### src/rtl/seg14_scroll_mux.sv
// seg14_scroll_mux
// ----------------
// Multiplexed 14-segment display driver with a run-time loadable message
// buffer and optional horizontal scrolling.
//
// The host writes raw 14-bit segment patterns into the message buffer and
// sets the active message length. The block scans DIGITS one-hot select
// lines. Each digit is held for DWELL cycles. When the message is shorter
// than the display, the message wraps across the digits. When scrolling is
// enabled, the start of the message steps by one character every
// SCROLL_FRAMES full scan frames.
//
// Parameters
//   DIGITS        number of display digits (width of sel), >= 1
//   MSG_DEPTH     message buffer entries, >= 1
//   DWELL         clock cycles each digit is held, >= 1
//   SCROLL_FRAMES full frames per one-character scroll step, >= 1
//
// Ports
//   clk        rising-edge clock
//   rst_n      asynchronous active-low reset; clears outputs, counters
//              and the whole message buffer
//   wr_en      message buffer write strobe
//   wr_addr    buffer entry to write; addresses >= MSG_DEPTH are ignored
//   wr_data    raw segment pattern, same bit order as segm
//   msg_len    active message length; values above MSG_DEPTH are clamped
//   scroll_en  1 = scroll one character every SCROLL_FRAMES frames
//   sel        registered one-hot digit select
//   segm       registered segment pattern for the selected digit
//   frame_tick one-cycle pulse during the final cycle of each frame

module seg14_scroll_mux #(
  parameter int DIGITS        = 12,
  parameter int MSG_DEPTH     = 32,
  parameter int DWELL         = 1,
  parameter int SCROLL_FRAMES = 64,
  localparam int AW = (MSG_DEPTH > 1) ? $clog2(MSG_DEPTH) : 1,
  localparam int LW = $clog2(MSG_DEPTH + 1)
) (
  input  logic              clk,
  input  logic              rst_n,
  input  logic              wr_en,
  input  logic [AW-1:0]     wr_addr,
  input  logic [13:0]       wr_data,
  input  logic [LW-1:0]     msg_len,
  input  logic              scroll_en,
  output logic [DIGITS-1:0] sel,
  output logic [13:0]       segm,
  output logic              frame_tick
);

  localparam int DWW = (DWELL > 1) ? $clog2(DWELL) : 1;
  localparam int DGW = (DIGITS > 1) ? $clog2(DIGITS) : 1;
  localparam int FCW = (SCROLL_FRAMES > 1) ? $clog2(SCROLL_FRAMES) : 1;

  typedef logic [DWW-1:0]    dwell_t;
  typedef logic [DGW-1:0]    digit_t;
  typedef logic [FCW-1:0]    frame_t;
  typedef logic [AW-1:0]     idx_t;
  typedef logic [LW-1:0]     len_t;
  // One bit wider than a length so that "index + 1" never overflows when it
  // is compared against the active length.
  typedef logic [LW:0]       lenx_t;
  typedef logic [DIGITS-1:0] sel_t;

  localparam dwell_t DWELL_LAST = dwell_t'(DWELL - 1);
  localparam digit_t DIGIT_LAST = digit_t'(DIGITS - 1);
  localparam frame_t FRAME_LAST = frame_t'(SCROLL_FRAMES - 1);
  localparam len_t   DEPTH_LEN  = len_t'(MSG_DEPTH);
  localparam lenx_t  DEPTH_X    = lenx_t'(MSG_DEPTH);

  // Scan state
  dwell_t dwell_cnt, dwell_cnt_nxt;
  digit_t digit,     digit_nxt;
  frame_t frame_cnt, frame_cnt_nxt;
  idx_t   ptr,       ptr_nxt;
  idx_t   offset,    offset_nxt;
  logic   tick_nxt;

  // Message storage
  logic [13:0] msg_buf     [MSG_DEPTH];
  logic [13:0] msg_buf_nxt [MSG_DEPTH];
  logic [13:0] rd_data;
  logic        wr_ok;

  // Derived length and step helpers
  len_t   len_eff;
  lenx_t  len_x;
  logic   len_zero;
  logic   dwell_last;
  logic   digit_last;
  logic   frame_last;
  idx_t   ptr_step;
  idx_t   offset_step;

  // The host may program a length larger than the buffer; anything beyond
  // MSG_DEPTH behaves as a full-buffer message.
  always_comb begin
    len_eff  = (msg_len > DEPTH_LEN) ? DEPTH_LEN : msg_len;
    len_x    = lenx_t'(len_eff);
    len_zero = (len_eff == '0);
  end

  // Writes beyond the buffer are dropped here so that a wide address bus
  // with a non-power-of-two depth never touches a non-existent entry.
  always_comb begin
    wr_ok       = wr_en && (lenx_t'(wr_addr) < DEPTH_X);
    msg_buf_nxt = msg_buf;
    if (wr_ok) begin
      msg_buf_nxt[wr_addr] = wr_data;
    end
  end

  always_ff @(posedge clk or negedge rst_n) begin
    if (!rst_n) begin
      msg_buf <= '{default: '0};
    end else begin
      msg_buf <= msg_buf_nxt;
    end
  end

  // ptr never exceeds the largest length seen, which is bounded by
  // MSG_DEPTH, so this read always lands on a real entry.
  assign rd_data = msg_buf[ptr];

  // Wrap-aware successors of the read pointer and the scroll offset. A
  // value that is already at or past the active length (possible right
  // after msg_len shrinks) also wraps to the start of the message.
  always_comb begin
    ptr_step    = ((lenx_t'(ptr) + lenx_t'(1)) >= len_x) ? '0 : ptr + idx_t'(1);
    offset_step = ((lenx_t'(offset) + lenx_t'(1)) >= len_x) ? '0 : offset + idx_t'(1);
  end

  // Next-state for the scan. The dwell counter runs every cycle; only its
  // wrap moves the digit. Within a frame the pointer walks the message.
  // At the end of a frame the pointer restarts from the (possibly stepped
  // or corrected) scroll offset, so a shortened message is re-aligned at
  // the next frame boundary at the latest.
  always_comb begin
    dwell_last    = (dwell_cnt == DWELL_LAST);
    digit_last    = (digit == DIGIT_LAST);
    frame_last    = (frame_cnt == FRAME_LAST);

    dwell_cnt_nxt = dwell_last ? '0 : dwell_cnt + dwell_t'(1);
    digit_nxt     = digit;
    frame_cnt_nxt = frame_cnt;
    ptr_nxt       = ptr;
    offset_nxt    = offset;
    tick_nxt      = 1'b0;

    if (dwell_last) begin
      if (!digit_last) begin
        digit_nxt = digit + digit_t'(1);
        ptr_nxt   = ptr_step;
      end else begin
        digit_nxt     = '0;
        tick_nxt      = 1'b1;
        frame_cnt_nxt = frame_last ? '0 : frame_cnt + frame_t'(1);
        if (frame_last && scroll_en) begin
          offset_nxt = offset_step;
        end else if (lenx_t'(offset) >= len_x) begin
          offset_nxt = '0;
        end
        ptr_nxt = offset_nxt;
      end
    end

    // An empty message pins both indices at the start so the first
    // character shows correctly as soon as a length is programmed.
    if (len_zero) begin
      ptr_nxt    = '0;
      offset_nxt = '0;
    end
  end

  always_ff @(posedge clk or negedge rst_n) begin
    if (!rst_n) begin
      dwell_cnt <= '0;
      digit     <= '0;
      frame_cnt <= '0;
      ptr       <= '0;
      offset    <= '0;
    end else begin
      dwell_cnt <= dwell_cnt_nxt;
      digit     <= digit_nxt;
      frame_cnt <= frame_cnt_nxt;
      ptr       <= ptr_nxt;
      offset    <= offset_nxt;
    end
  end

  // Outputs reflect the scan state one cycle later. Because frame_tick is
  // registered from the same edge that wraps the digit, it is high while
  // the last digit is still displayed, i.e. in the frame's final cycle.
  always_ff @(posedge clk or negedge rst_n) begin
    if (!rst_n) begin
      sel        <= '0;
      segm       <= '0;
      frame_tick <= 1'b0;
    end else begin
      sel        <= sel_t'(1) << digit;
      segm       <= len_zero ? 14'h0000 : rd_data;
      frame_tick <= tick_nxt;
    end
  end

endmodule
### config.mk
export PLATFORM = sky130hd
export DESIGN_NAME = seg14_scroll_mux
export DESIGN_NICKNAME = d
export VERILOG_FILES = /design/src/rtl/seg14_scroll_mux.sv
export SDC_FILE = /design/constraint.sdc
export NUM_CORES = 1
export LEC_CHECK = 0
export CAP_MARGIN = 25
export CORE_MARGIN = 10
export CORE_UTILIZATION = 55
export CTS_CLUSTER_SIZE = 14
export DETAILED_ROUTE_END_ITERATION = 12
export PLACE_DENSITY = 0.72
export SYNTH_ARGS = -nofsm -noshare
export SYNTH_HDL_FRONTEND = slang
export SYNTH_SLANG_ARGS = --single-unit
### constraint.sdc
create_clock -name clk -period 6.7 [get_ports clk]
set_clock_uncertainty 0.2 [all_clocks]
set_input_delay 1.005 -clock clk [delete_from_list [all_inputs] [get_ports clk]]
set_output_delay 1.005 -clock clk [all_outputs]
set_load 0.03 [all_outputs]
# [After elaboration in Yosys (flattened, before gate mapping)]
# Cells that the tools add are included.
[word_totals] reg_bits=496 input_bits=29 out_inout_bits=27 word_cells=90
[op_classes] add_sub_neg=7 magnitude_cmp=7 n_eq_ne=3 shifts=1 n_mux=23 bitwise_logic=3 n_reduce_logical=6
[op_table] cell="448-bit bitwise mux" count=1
[op_table] cell="14-bit binary-select mux with 5-bit select" count=1
[op_table] cell="14-bit demux with 5-bit select" count=1
[op_table] cell="14-bit two-way mux" count=4
[op_table] cell="5-bit two-way mux" count=10
[op_table] cell="5-bit by 1-bit adder with 6-bit output (second input constant)" count=2
[op_table] cell="6-bit >= comparator" count=2
[op_table] cell="6-bit >= comparator (second input constant)" count=2
[op_table] cell="6-bit two-way mux" count=2
[op_table] cell="5-bit NOT with 6-bit output" count=2
[op_table] cell="1-bit by 4-bit left shift with 12-bit output (first input constant)" count=1
[op_table] cell="5-bit by 1-bit adder with 5-bit output (second input constant)" count=2
[op_table] cell="6-bit by 1-bit adder with 6-bit output (second input constant)" count=1
[op_table] cell="6-bit equality test (second input constant)" count=1
[op_table] cell="5-bit by 6-bit >= comparator with 1-bit output" count=1
[op_table] cell="6-bit > comparator (second input constant)" count=1
[op_table] cell="6-bit zero test" count=1
[op_table] cell="6-bit by 1-bit < comparator with 1-bit output (second input constant)" count=1
[op_table] cell="4-bit by 1-bit adder with 4-bit output (second input constant)" count=1
[op_table] cell="4-bit equality test (second input constant)" count=1
[op_table] cell="4-bit two-way mux" count=1
[op_table] cell="2-bit AND reduction" count=2
[op_table] cell="1-bit two-way mux" count=3
[op_table] cell="1-bit logical AND" count=2
[op_table] cell="4 further kinds" count=4

# [Depth between registers and ports, before layout]
[logic_depth] depth_word=8 ltp_mapped=11 depth_no_buf=9

# [Worst setup path after synthesis]
# Ideal clock, no wire load.
[synth_path] path_type="input port to flip-flop" from="in msg_len[5]" to="reg ptr[2]" setup_ns=0.094 arrival_ns=2.553 required_time_ns=6.406 setup_slack_ns=3.853 cell_stages=8 path_buffers=0 path_cell_list="inv_1 -> nand2_1 -> ha_1 -> a211oi_1 -> nor2_1 -> nor4_4 -> a31oi_1 -> a211oi_1"
[synth_between] elab_chain_len=8 word_cells_on_any_way=14 cone_classes="order compare (4); eq/ne (1); mux (8); reduce/logical (1)"
[synth_rtl] item="start: declaration" line_no="45" rtl="input logic [LW-1:0] msg_len,"
[synth_rtl] item="6-bit > comparator" line_no="99" rtl="len_eff = (msg_len > DEPTH_LEN) ? DEPTH_LEN : msg_len;"
[synth_rtl] item="6-bit two-way mux *" line_no="99"
[synth_rtl] item="5-bit by 6-bit >= comparator with 1-bit output or 6-bit >= comparator (tied branches)" line_no="161, 131"
[synth_rtl] item="5-bit two-way mux (on tied branches)" line_no="161, 131"
[synth_rtl] item="5-bit two-way mux" line_no="159" rtl="if (frame_last && scroll_en) begin"
[synth_rtl] item="5-bit two-way mux" line_no="152" rtl="if (!digit_last) begin"
[synth_rtl] item="5-bit two-way mux" line_no="151" rtl="if (dwell_last) begin"
[synth_rtl] item="5-bit two-way mux *" line_no="170" rtl="if (len_zero) begin"
[synth_rtl] item="via ptr_nxt[2]" line_no="76" rtl="idx_t ptr, ptr_nxt;"
[synth_rtl] item="end signal: assignment" line_no="187" rtl="ptr <= ptr_nxt;"
[synth_rtl] item="end: declaration" line_no="76"
# Mark *: on every way through the listed nets, which the timed path passes. The rest lies on a longest branch. The select of a mux whose other input is x is not followed.
# A chain may end at the register's enable or synchronous reset.

# [Worst setup path after layout]
[layout_path] from="reg ptr[0]" to="reg ptr[2]"
[layout_between] elab_chain_len=6 word_cells_on_any_way=7 cone_classes="add/sub (2); order compare (1); mux (4)"
[layout_rtl] item="5-bit by 1-bit adder with 6-bit output" line_no="130" rtl="ptr_step = ((lenx_t'(ptr) + lenx_t'(1)) >= len_x) ? '0 : ptr + idx_t'(1);"
[layout_rtl] item="6-bit >= comparator" line_no="130"
[layout_rtl] item="5-bit two-way mux *" line_no="130"
[layout_rtl] item="5-bit two-way mux *" line_no="152"
[layout_rtl] item="5-bit two-way mux *" line_no="151"
[layout_rtl] item="5-bit two-way mux *" line_no="170"
[layout_rtl] item="via ptr_nxt[2]" line_no="76"
# Marks and branches as above.

==> run_results.csv <==
group,metric,value,unit
yosys,yosysSeqAreaShare,54.0,%
critical_path,crit_chain,"ha_1 -> nand3_1 -> xnor2_1 -> ha_1 -> and3_1 -> a221oi_1 -> a21oi_1 -> a211oi_1",
drt,drcViolationCount,0,
layout,drive_above_1_share,43.1,%
clock_tree,cts_resized,0,
yosys,synth_cells,1482,
power_and_ir_drop,p_total,7.90,mW
critical_path,worstSetupPathType,"reg2reg",
grt,grt_overflow,0,
yosys,post_synth_instance_area,22900,um2
sta,slew_at_the_pin_with_the_worst_max_slew_slack,1080,ps
yosys,synthAdderAreaFrac,1.42,%
critical_path,cp_slowest_stage_delay,1070,ps
layout,filler_cell_count,2975,
sta,finalCriticalPeriod,3480,ps
drt,drt_pass1_iterations,5,
clock_tree,cts-root-to-sink-buffers,3,
layout,n_antenna_cell,0,
critical_path,cp_slowest_cell,"dfrtp_4",
floorplan,placeableCoreArea,41000,um2
sta,finalHoldViolCount,0,
critical_path,critical-path-top-cell-by-count,"ha_1",
yosys,number_of_enable_type_register_cells_in_the_synthesized_netlist,0,
yosys,post_synth_and_or_nand_nor_area_fraction,3.32,%
drt,viasPerCell,6.24,
critical_path,critical_path.endpoint_type,"flip-flop",
clock_tree,clock-root-buffer,"clkbuf_16",
yosys,synth_cell_types,51,
run_status,run_status,"finished, final reports clean",
place,numPortBuffers,55,
clock_tree,ctsHoldBuffers,0,
sta,grt_setup_unrepaired,"false",
grt,initial_antenna_violation_count,0,
floorplan,dieArea,50300,um2
power_and_ir_drop,cellPowerDensity,308,nW/um2
yosys,share_of_the_synthesized_area_in_compound_gates_ao_oa_aoi_oai,3.43,%
floorplan,placementRows,74,
drt,ant_nets,0,
sta,period_utilisation_layout,51.9,%
yosys,synth.area.mux_share,34.3,%
floorplan,die_height,224,um
layout,layout.nets,1556,
critical_path,crit_required,6980,ps
sta,achievable-frequency,0.288,GHz
power_and_ir_drop,static-leakage-power,11.6,nW
floorplan,die_x,224,um
yosys,postSynth.asyncResetShare,100,%
drt,drt_iter0_drc,773,
clock_tree,number_of_buffers_added_for_setup_after_cts,0,
critical_path,largest_fanout_of_any_net_on_the_critical_path,52,
layout,fin_cells,2069,
clock_tree,cts_inserted_buffers,52,
sta,max-slew-margin-rel,27.7,%
clock_tree,tritoncts,"yes",
sta,fin_setup_tns,0,ps
grt,track_usage,21.2,%
clock_tree,clk_latency,580,ps
grt,grt_pass1_vias,13900,
sta,max_slew_vio_count,0,
job,drv.max_cap_violation_count,0,
place,gp_congestion,0.828,
place,dp.final_hpwl,31.4,mm
yosys,dominant_combinational_cell_family_by_area_after_synthesis,"multiplexers",
yosys,primary_ff_master_synth,"dfrtp_1",
grt,first_pass_grt_wire_length,82.6,mm
critical_path,worst_ep_arrival_time,3750,ps
layout,top_library_cells_by_usage_in_the_layout_fill_and_taps_aside,"dfrtp_1 (492), mux2_2 (442), mux4_2 (72)",
critical_path,start_kind,"flip-flop",
yosys,synthXorXnorAreaFrac,0.344,%
clock_tree,cts.sink_count,495,
drt,finalWirelength,52.3,mm
layout,final_common_cell,"dfrtp_1",
floorplan,i_o_pin_cnt,56,
drt,wire_per_inst,25.3,um
clock_tree,clk_pin_slew,60,ps
drt,total_number_of_vias,12900,
yosys,avg_inst_size_synth,15.5,um2
floorplan,initial_core_util,55.9,%
yosys,postSynthRegisterBits,495,
place,placedCellCount,1971,
power_and_ir_drop,vdd.ir_drop.worst,0.000252,V
min_path,worstHoldPathType,"reg2reg",
clock_tree,cts_htree_levels,2,
layout,flow.area_growth_from_synthesis,12.0,%
grt,grt_max_degree,125,
yosys,yosysWarningCount,0,
yosys,postSynthNetCount,1537,
sta,setup-violations-final,0,
## stage by stage
| step | hold WS, ps | util, % | setup slack [ps] | area [um2] |
|---|---|---|---|---|
| after floorplan | 239 | - | 3850 | 22900 |
| after global placement | 255 | 57.5 | 2950 | 23600 |
| after detailed placement | 263 | 57.8 | 2940 | 23700 |
| after CTS | 273 | 62.2 | 3140 | 25500 |
| after global routing | 294 | 62.6 | 2900 | 25700 |
| final | 271 | 62.6 | 3220 | 25700 |
## final timing paths
path | start | endpoint | slack [ps] | cells after the start
worst max-delay path | ptr[0]$_DFF_PN0_ | ptr[2]$_DFF_PN0_ | 3220 | 8
worst min-delay path | frame_cnt[4]$_DFFE_PN0P_ | frame_cnt[4]$_DFFE_PN0P_ | 270 | 1
worst max register to register | ptr[0]$_DFF_PN0_ | ptr[2]$_DFF_PN0_ | 3220 | 8
worst min register to register | frame_cnt[4]$_DFFE_PN0P_ | frame_cnt[4]$_DFFE_PN0P_ | 270 | 1
max in group asynchronous | rst_n | ptr[0]$_DFF_PN0_ | 4430 | 2
min in group asynchronous | rst_n | msg_buf[213]$_DFFE_PN0P_ | 310 | 1
## sequential cells by signal, indices dropped and copies added (netlist names)
register / flops
msg_buf: 448
segm: 14
frame_tick: 1
digit: 4
frame_cnt: 6
sel: 12
ptr: 5
offset: 5
## cells in the mapped netlist, types with 7 or more instances
library cell / count / area [um2]
and2_1: 10 / 62.6
inv_1: 9 / 33.8
mux4_2: 72 / 1620
a31oi_1: 30 / 188
nor2_4: 7 / 78.8
dfrtp_1: 495 / 12400
buf_4: 18 / 135
o22ai_1: 15 / 93.8
a211o_1: 14 / 123
buf_2: 39 / 195
buf_6: 8 / 90.1
nor2_2: 9 / 56.3
nor2_1: 11 / 41.3
ha_1: 26 / 325
nand3_1: 11 / 55.1
mux2_2: 442 / 4980
nor2b_1: 8 / 50.1
clkbuf_1: 52 / 195
o21ai_0: 13 / 65.1
mux2i_1: 15 / 150
a21oi_1: 13 / 65.1
nand2_1: 46 / 173
mux4_1: 40 / 1050
a22oi_1: 12 / 90.1
## critical path, delay by kind of cell, from the launching register on
family          cells  cell delay, ps
fa+ha+maj           2             600
flops               1            1070
compound gates      3            1020
simple gates        2             250
xor+xnor            1             210
## cell families (layout without fill, tap and decap cells)
family,Yosys count,in the layout
buffers and inverters,130,185
AO/OA/AOI/OAI,115,115
AND/OR/NAND/NOR,132,132
XOR/XNOR,9,9
flip-flops,495,495
multiplexers,575,575
adder cells (fa/ha/maj),26,26
## final cells by class
type                    instances  area [um2]  share of cell area [%]
multi-input cells             857        9830                    38.3
flip-flops and latches        495       12400                    48.3
inverters                       9        33.8                   0.132
clock inverters                12         224                   0.872
repair buffers                 86         968                    3.77
clock buffers                  78        1560                    6.08
well taps                     532         666                    2.59
## power breakdown
group          total [mW]  leakage (nW)  switching (mW)  internal [mW]
sequential           3.80          6.35           0.267           3.53
combinational        1.10          4.35           0.397          0.707
clock                2.99         0.872            1.16           1.83
total                7.90          11.6            1.83           6.07
## layer usage
metal  track usage, %  vias to the layer above  wire, um
met4             6.34                        0      1370
li1                 -                     5595         -
met2             36.3                      296     26200
met3             3.61                      102      2640
met1             27.3                     6913     22100
met5                0                        -         0
Note: power is estimated with default switching activity, not from simulation.
